`src/rtl/rr_channel_fifo_if.sv`:
```
// Bus bundle for rr_channel_fifo: per-channel push side, shared pop side and
// the per-channel occupancy / almost-full status.
interface rr_channel_fifo_if #(
    parameter int WIDTH = 8,
    parameter int DEPTH = 4,
    parameter int CH    = 4
);
    localparam int CW = $clog2(DEPTH + 1);
    localparam int IW = $clog2(CH);

    logic [CH-1:0]       i_push_valid;
    logic [CH*WIDTH-1:0] i_push_data;
    logic [CH-1:0]       o_push_ready;
    logic                o_pop_valid;
    logic [WIDTH-1:0]    o_pop_data;
    logic [IW-1:0]       o_pop_ch;
    logic                i_pop_ready;
    logic [CH*CW-1:0]    o_count;
    logic [CH-1:0]       o_almost_full;

    // FIFO side
    modport slave (
        input  i_push_valid, i_push_data, i_pop_ready,
        output o_push_ready, o_pop_valid, o_pop_data, o_pop_ch, o_count, o_almost_full
    );

    // Producer / consumer side
    modport master (
        output i_push_valid, i_push_data, i_pop_ready,
        input  o_push_ready, o_pop_valid, o_pop_data, o_pop_ch, o_count, o_almost_full
    );
endinterface

```
`src/rtl/rr_channel_fifo.sv`:
```
// Multi-channel FIFO: CH independent DEPTH-entry queues merged onto a single
// pop port by a round-robin arbiter whose grant is held while the consumer stalls.
module rr_channel_fifo #(
    parameter int WIDTH     = 8,
    parameter int DEPTH     = 4,
    parameter int CH        = 4,
    parameter int AF_THRESH = 3
) (
    input  logic              i_clk,
    input  logic              i_rst,
    rr_channel_fifo_if.slave  bus
);
    localparam int CW = $clog2(DEPTH + 1);
    localparam int IW = $clog2(CH);
    localparam int PW = $clog2(DEPTH);

    logic [WIDTH-1:0] mem_q    [CH][DEPTH];
    logic [PW-1:0]    wr_ptr_q [CH];
    logic [PW-1:0]    wr_ptr_d [CH];
    logic [PW-1:0]    rd_ptr_q [CH];
    logic [PW-1:0]    rd_ptr_d [CH];
    logic [CW-1:0]    count_q  [CH];
    logic [CW-1:0]    count_d  [CH];
    logic [IW-1:0]    rr_q, rr_d;
    logic             lock_q, lock_d;
    logic [IW-1:0]    lock_ch_q, lock_ch_d;

    logic [CH-1:0]    nonempty;
    logic [CH-1:0]    push_ready;
    logic [CH-1:0]    push_hs;
    logic             pop_valid;
    logic             pop_hs;
    logic [IW-1:0]    grant;
    logic [IW-1:0]    cand;
    logic             found;
    logic [WIDTH-1:0] pop_data;

    // Pointer advance with wrap at DEPTH-1 (DEPTH need not be a power of two)
    function automatic logic [PW-1:0] ptr_inc(input logic [PW-1:0] p);
        return (p == PW'(DEPTH - 1)) ? '0 : p + 1'b1;
    endfunction

    // Channel index advance with wrap at CH-1
    function automatic logic [IW-1:0] ch_inc(input logic [IW-1:0] c);
        return (c == IW'(CH - 1)) ? '0 : c + 1'b1;
    endfunction

    // Per-channel status derived from registered occupancy
    always_comb begin
        for (int c = 0; c < CH; c++) begin
            nonempty[c]   = (count_q[c] != '0);
            push_ready[c] = (count_q[c] != CW'(DEPTH));
            push_hs[c]    = bus.i_push_valid[c] & push_ready[c];
        end
    end

    // Grant: held channel while locked, else first non-empty from rr pointer
    always_comb begin
        grant = '0;
        cand  = '0;
        found = 1'b0;
        if (lock_q) begin
            grant = lock_ch_q;
        end else begin
            for (int i = 0; i < CH; i++) begin
                cand = IW'((int'(rr_q) + i) % CH);
                if (!found && nonempty[cand]) begin
                    found = 1'b1;
                    grant = cand;
                end
            end
        end
    end

    assign pop_valid = |nonempty;
    assign pop_hs    = pop_valid & bus.i_pop_ready;
    // Gate with valid so the unreset storage never leaks onto the port
    assign pop_data  = pop_valid ? mem_q[grant][rd_ptr_q[grant]] : '0;

    // Next-state for pointers, counts, rr pointer and grant lock
    always_comb begin
        for (int c = 0; c < CH; c++) begin
            logic pop_c;
            pop_c       = pop_hs && (grant == IW'(c));
            wr_ptr_d[c] = push_hs[c] ? ptr_inc(wr_ptr_q[c]) : wr_ptr_q[c];
            rd_ptr_d[c] = pop_c ? ptr_inc(rd_ptr_q[c]) : rd_ptr_q[c];
            count_d[c]  = count_q[c];
            if (push_hs[c] && !pop_c) begin
                count_d[c] = count_q[c] + 1'b1;
            end else if (!push_hs[c] && pop_c) begin
                count_d[c] = count_q[c] - 1'b1;
            end
        end
        rr_d      = pop_hs ? ch_inc(grant) : rr_q;
        lock_d    = pop_valid & ~bus.i_pop_ready;
        lock_ch_d = grant;
    end

    // Control state register with synchronous reset
    always_ff @(posedge i_clk) begin
        if (i_rst) begin
            for (int c = 0; c < CH; c++) begin
                wr_ptr_q[c] <= '0;
                rd_ptr_q[c] <= '0;
                count_q[c]  <= '0;
            end
            rr_q      <= '0;
            lock_q    <= 1'b0;
            lock_ch_q <= '0;
        end else begin
            wr_ptr_q  <= wr_ptr_d;
            rd_ptr_q  <= rd_ptr_d;
            count_q   <= count_d;
            rr_q      <= rr_d;
            lock_q    <= lock_d;
            lock_ch_q <= lock_ch_d;
        end
    end

    // Entry storage, not reset; writes suppressed in the reset cycle
    always_ff @(posedge i_clk) begin
        for (int c = 0; c < CH; c++) begin
            if (push_hs[c] && !i_rst) begin
                mem_q[c][wr_ptr_q[c]] <= bus.i_push_data[c*WIDTH +: WIDTH];
            end
        end
    end

    for (genvar g = 0; g < CH; g++) begin : g_status
        assign bus.o_count[g*CW +: CW] = count_q[g];
        assign bus.o_almost_full[g]    = (count_q[g] >= CW'(AF_THRESH));
    end

    assign bus.o_push_ready = push_ready;
    assign bus.o_pop_valid  = pop_valid;
    assign bus.o_pop_data   = pop_data;
    assign bus.o_pop_ch     = grant;
endmodule

```
`src/flat_wrapper.sv`:
```
// flat-port wrapper written by rule: the top's interface ports become plain ports
module rr_channel_fifo_flat 
#(
    parameter int WIDTH     = 8,
    parameter int DEPTH     = 4,
    parameter int CH        = 4,
    parameter int AF_THRESH = 3
)
  (i_clk, i_rst, bus_i_push_valid, bus_i_push_data, bus_i_pop_ready, bus_o_push_ready, bus_o_pop_valid, bus_o_pop_data, bus_o_pop_ch, bus_o_count, bus_o_almost_full);
  rr_channel_fifo_if #(.WIDTH(WIDTH), .DEPTH(DEPTH), .CH(CH)) bus_i ();
  input  logic i_clk;
  input  logic i_rst;
  input wire logic [$bits(bus_i.i_push_valid)-1:0] bus_i_push_valid;
  input wire logic [$bits(bus_i.i_push_data)-1:0] bus_i_push_data;
  input wire logic [$bits(bus_i.i_pop_ready)-1:0] bus_i_pop_ready;
  output wire logic [$bits(bus_i.o_push_ready)-1:0] bus_o_push_ready;
  output wire logic [$bits(bus_i.o_pop_valid)-1:0] bus_o_pop_valid;
  output wire logic [$bits(bus_i.o_pop_data)-1:0] bus_o_pop_data;
  output wire logic [$bits(bus_i.o_pop_ch)-1:0] bus_o_pop_ch;
  output wire logic [$bits(bus_i.o_count)-1:0] bus_o_count;
  output wire logic [$bits(bus_i.o_almost_full)-1:0] bus_o_almost_full;
  assign bus_i.i_push_valid = bus_i_push_valid;
  assign bus_i.i_push_data = bus_i_push_data;
  assign bus_i.i_pop_ready = bus_i_pop_ready;
  assign bus_o_push_ready = bus_i.o_push_ready;
  assign bus_o_pop_valid = bus_i.o_pop_valid;
  assign bus_o_pop_data = bus_i.o_pop_data;
  assign bus_o_pop_ch = bus_i.o_pop_ch;
  assign bus_o_count = bus_i.o_count;
  assign bus_o_almost_full = bus_i.o_almost_full;
  rr_channel_fifo #(.WIDTH(WIDTH), .DEPTH(DEPTH), .CH(CH), .AF_THRESH(AF_THRESH)) u_core (.i_clk(i_clk), .i_rst(i_rst), .bus(bus_i));
endmodule
```
`config.mk`:
```
export PLATFORM = sky130hd
export DESIGN_NAME = rr_channel_fifo_flat
export DESIGN_NICKNAME = d
export VERILOG_FILES = /design/src/rtl/rr_channel_fifo_if.sv /design/src/rtl/rr_channel_fifo.sv /design/src/flat_wrapper.sv
export SDC_FILE = /design/constraint.sdc
export NUM_CORES = 1
export LEC_CHECK = 0
export CAP_MARGIN = 10
export CORE_ASPECT_RATIO = 0.6
export CORE_MARGIN = 2
export CORE_UTILIZATION = 23
export DETAILED_ROUTE_END_ITERATION = 8
export MAX_ROUTING_LAYER = met4
export PLACE_DENSITY = 0.39
export SETUP_SLACK_MARGIN = 0.05
export SYNTH_ARGS = -nofsm -noshare
export SYNTH_HDL_FRONTEND = slang
export SYNTH_SLANG_ARGS = --single-unit
```
`constraint.sdc`:
```
create_clock -name i_clk -period 3.85 [get_ports i_clk]
set_input_delay 0.385 -clock i_clk [delete_from_list [all_inputs] [get_ports i_clk]]
set_output_delay 0.385 -clock i_clk [all_outputs]
set_load 0.02 [all_outputs]
```
==> metrics.txt <==
Internal 4460 uW; htree depth 4; Reg clk slew, reported paths 0.06 ns; Root Buffer clkbuf_16; pre-CTS WS 0.0218 ns; DRT iter0 DRCs 271; cts bufs inserted 17; Pwr Total 7420 uW; number of global-route vias before repair 4376; Final Cycle Share 0.950; Least-Margin Pin Slew 0.764 ns; DP Area 0.00844 mm^2; Avg Cell Area, Syn 13.0 um^2; Die Y 140 um; Req. time, crit path 3.46 ns; Buffers on Ports 69; Area Growth Syn to Fin 27.0%; mapped cell area 0.00714 mm^2; core area 0.0302 mm^2; CTS sink count 161; share of layout cells above drive strength 1 0.119; VDD IR max 0.000285 V; sequential area share after synthesis 0.631; Startpoint Class flip-flop; number of antenna diodes 0; Synth cell types 37; drt total wl 17800 um; Starting Density 0.236; Crit Path Max Fanout 12; Arr. time, crit path 3.27 ns; power density over cell area 818 mW/mm^2; CP max-delay cell or3_4; drt wl/cell 16.7 um; Final Core Density 0.300; DIE AREA 0.0325 mm^2; Fmax achieved 0.273 GHz; CP Capture Type output port; Post-DP HPWL 13400 um; DRC viols 0; CP delay by family, top compound AO/OA/AOI/OAI gates; vias per cell 4.22; min setup slack post-route 0.191 ns; clk buf depth 2; Boundary Pins 70; register bit count reported by yosys 161; DR vias 4478; initial antenna violation count 0; worst path bufs/invs 2; most frequent cells in the layout edfxtp_1, mux2i_1, clkdlybuf4s50_1, nand2_1, a21oi_1; design area 0.00907 mm^2; Slew Viols, Final 0; # nets final 709; status finished, final reports clean; chip width 231 um; worst skew pair latency 0.42 ns; max cap viols 0; Sequential Power Share 0.295; most common cell after layout, fill and taps aside edfxtp_1; Hold Violations, Final 0; largest net degree at the start of global routing 39; CTS tree built; GRT overflow 0; RSZ-0062 raised after global routing yes; main flop type after synthesis edfxtp_1; ANT nets after route 0; Async SR Flop Fraction 0; WS Path Type flip-flop to output port; number of synthesis warnings 0; Setup TNS Final 0 ns; number of synthesized flops with an enable pin 128; std cell rows 49; Setup violations, final 0; Mapped Nets 617; Min-Delay Path Class flip-flop to flip-flop; post-synthesis cell count 549; Max-slew headroom 0.489; total track usage 0.115; Final min period 3.66 ns; drt first pass iters 5; Clk network pwr share 0.215; gpl congestion 0.755; Net Sw Frac 0.399; NetSw 2960 uW; Combinational Power Share 0.491; first-pass GRT wire length 26700 um; Fin Clk Skew 0.00890 ns; Leak Pwr 0.00314 uW; critical-path cell list or3_4, or3_1, a2111oi_4, a2111o_2, mux2i_4, buf_6, a221oi_1, a211oi_1, clkdlybuf4s15_2; CP peak stage delay 0.41 ns
synthesized netlist by cell type, types with 2 or more instances:
library cell | number | area (um^2)
a211oi_1 | 16 | 120
a21o_1 | 4 | 30.0
a21oi_1 | 44 | 220
a221oi_1 | 8 | 70.1
a32oi_1 | 8 | 70.1
and2_1 | 16 | 100
buf_1 | 2 | 7.51
buf_2 | 4 | 20.0
buf_4 | 2 | 15.0
clkbuf_1 | 16 | 60.1
dfxtp_1 | 33 | 661
edfxtp_1 | 128 | 3840
fa_1 | 4 | 80.1
ha_1 | 25 | 313
inv_1 | 21 | 78.8
mux2i_1 | 68 | 681
nand2_1 | 54 | 203
nand3_1 | 3 | 15.0
nor2_1 | 33 | 124
nor2b_1 | 10 | 62.6
nor3_1 | 15 | 75.1
o21ai_0 | 6 | 30.0
or3_1 | 8 | 50.1
xor2_1 | 8 | 70.1
layout make-up:
| type | instances | area [um^2] |
|---|---|---|
| clock buffer | 17 | 425 |
| timing repair buffer | 98 | 925 |
| multi-input combinational | 341 | 2480 |
| clock inverter | 15 | 135 |
| inverter | 22 | 85.1 |
| fill | 3046 | 21200 |
| tap | 408 | 510 |
| sequential | 161 | 4500 |
layer usage:
layer	part of all wire	vias to the layer above	wire, um	GRT usage
met5	0	-	0	-
met4	0.0063	0	112	0.0224
met3	0.038	7	682	0.0316
met2	0.42	86	7430	0.155
met1	0.54	2190	9560	0.171
li1	-	2195	-	-
worst paths after layout:
check	from	cells after the start	slack, ns	end
worst max-delay path	u_core.bus.o_count[3]	9	0.19	bus_o_pop_data[4]
worst min register to register	u_core.wr_ptr_q[1]	2	0.51	u_core.wr_ptr_q[1]
worst max register to register	u_core.bus.o_count[3]	13	0.31	u_core.bus.o_count[8]
worst min-delay path	u_core.wr_ptr_q[1]	2	0.51	u_core.wr_ptr_q[1]
worst min-delay path, delay by kind of cell (launching register included):
family	cells	cell delay [ns]
flops	1	0.34
simple gates	1	0.07
compound gates	1	0.05
logic make-up (layout without fill, tap and decap cells):
| group | count (synthesis) | in the layout | share of synthesized area |
|---|---|---|---|
| AO/OA/AOI/OAI | 91 | 91 | 0.0836 |
| buffers and inverters | 47 | 152 | 0.0279 |
| multiplexers | 69 | 69 | 0.0972 |
| AND/OR/NAND/NOR | 144 | 144 | 0.0958 |
| adder cells (fa/ha/maj) | 29 | 29 | 0.0550 |
| XOR/XNOR | 8 | 8 | 0.00981 |
| flip-flops | 161 | 161 | 0.631 |
registers in the layout, summed over array words and instances, names as in the netlist:
register,flops
u_core.lock_ch_q,2
u_core.lock_q,1
u_core.rd_ptr_q,8
u_core.bus.o_count,12
u_core.wr_ptr_q,8
u_core.rr_q,2
u_core.mem_q,128
metrics by stage:
stage / cells / hold slack [ns]
global route: 1062 / 0.538
CTS: 1060 / 0.518
finish: 1062 / 0.511
floorplan: 549 / 0.464
global placement: 1028 / 0.486
detailed placement: 1028 / 0.508
power groups by stage:
stage / sequential [uW] / combinational (uW) / clock [uW]
2_1_floorplan: 2280 / 2200 / 0
3_3_place_gp: 2210 / 3590 / 0
3_5_place_dp: 2220 / 3630 / 0
4_1_cts: 2180 / 3630 / 1640
5_1_grt: 2210 / 3980 / 1720
6_report: 2180 / 3640 / 1590
repair_timing:
| item | in CTS | in global routing |
|---|---|---|
| hold endpoints to repair | 0 | 0 |
| pin swaps | 1 | 3 |
| setup endpoints to repair | 8 | 9 |
| gates resized for setup | 25 | 10 |
| hold buffers | 0 | 0 |
| gates cloned | 0 | 0 |
| buffers inserted | 0 | 2 |
Note: power is estimated with default switching activity, not from simulation.
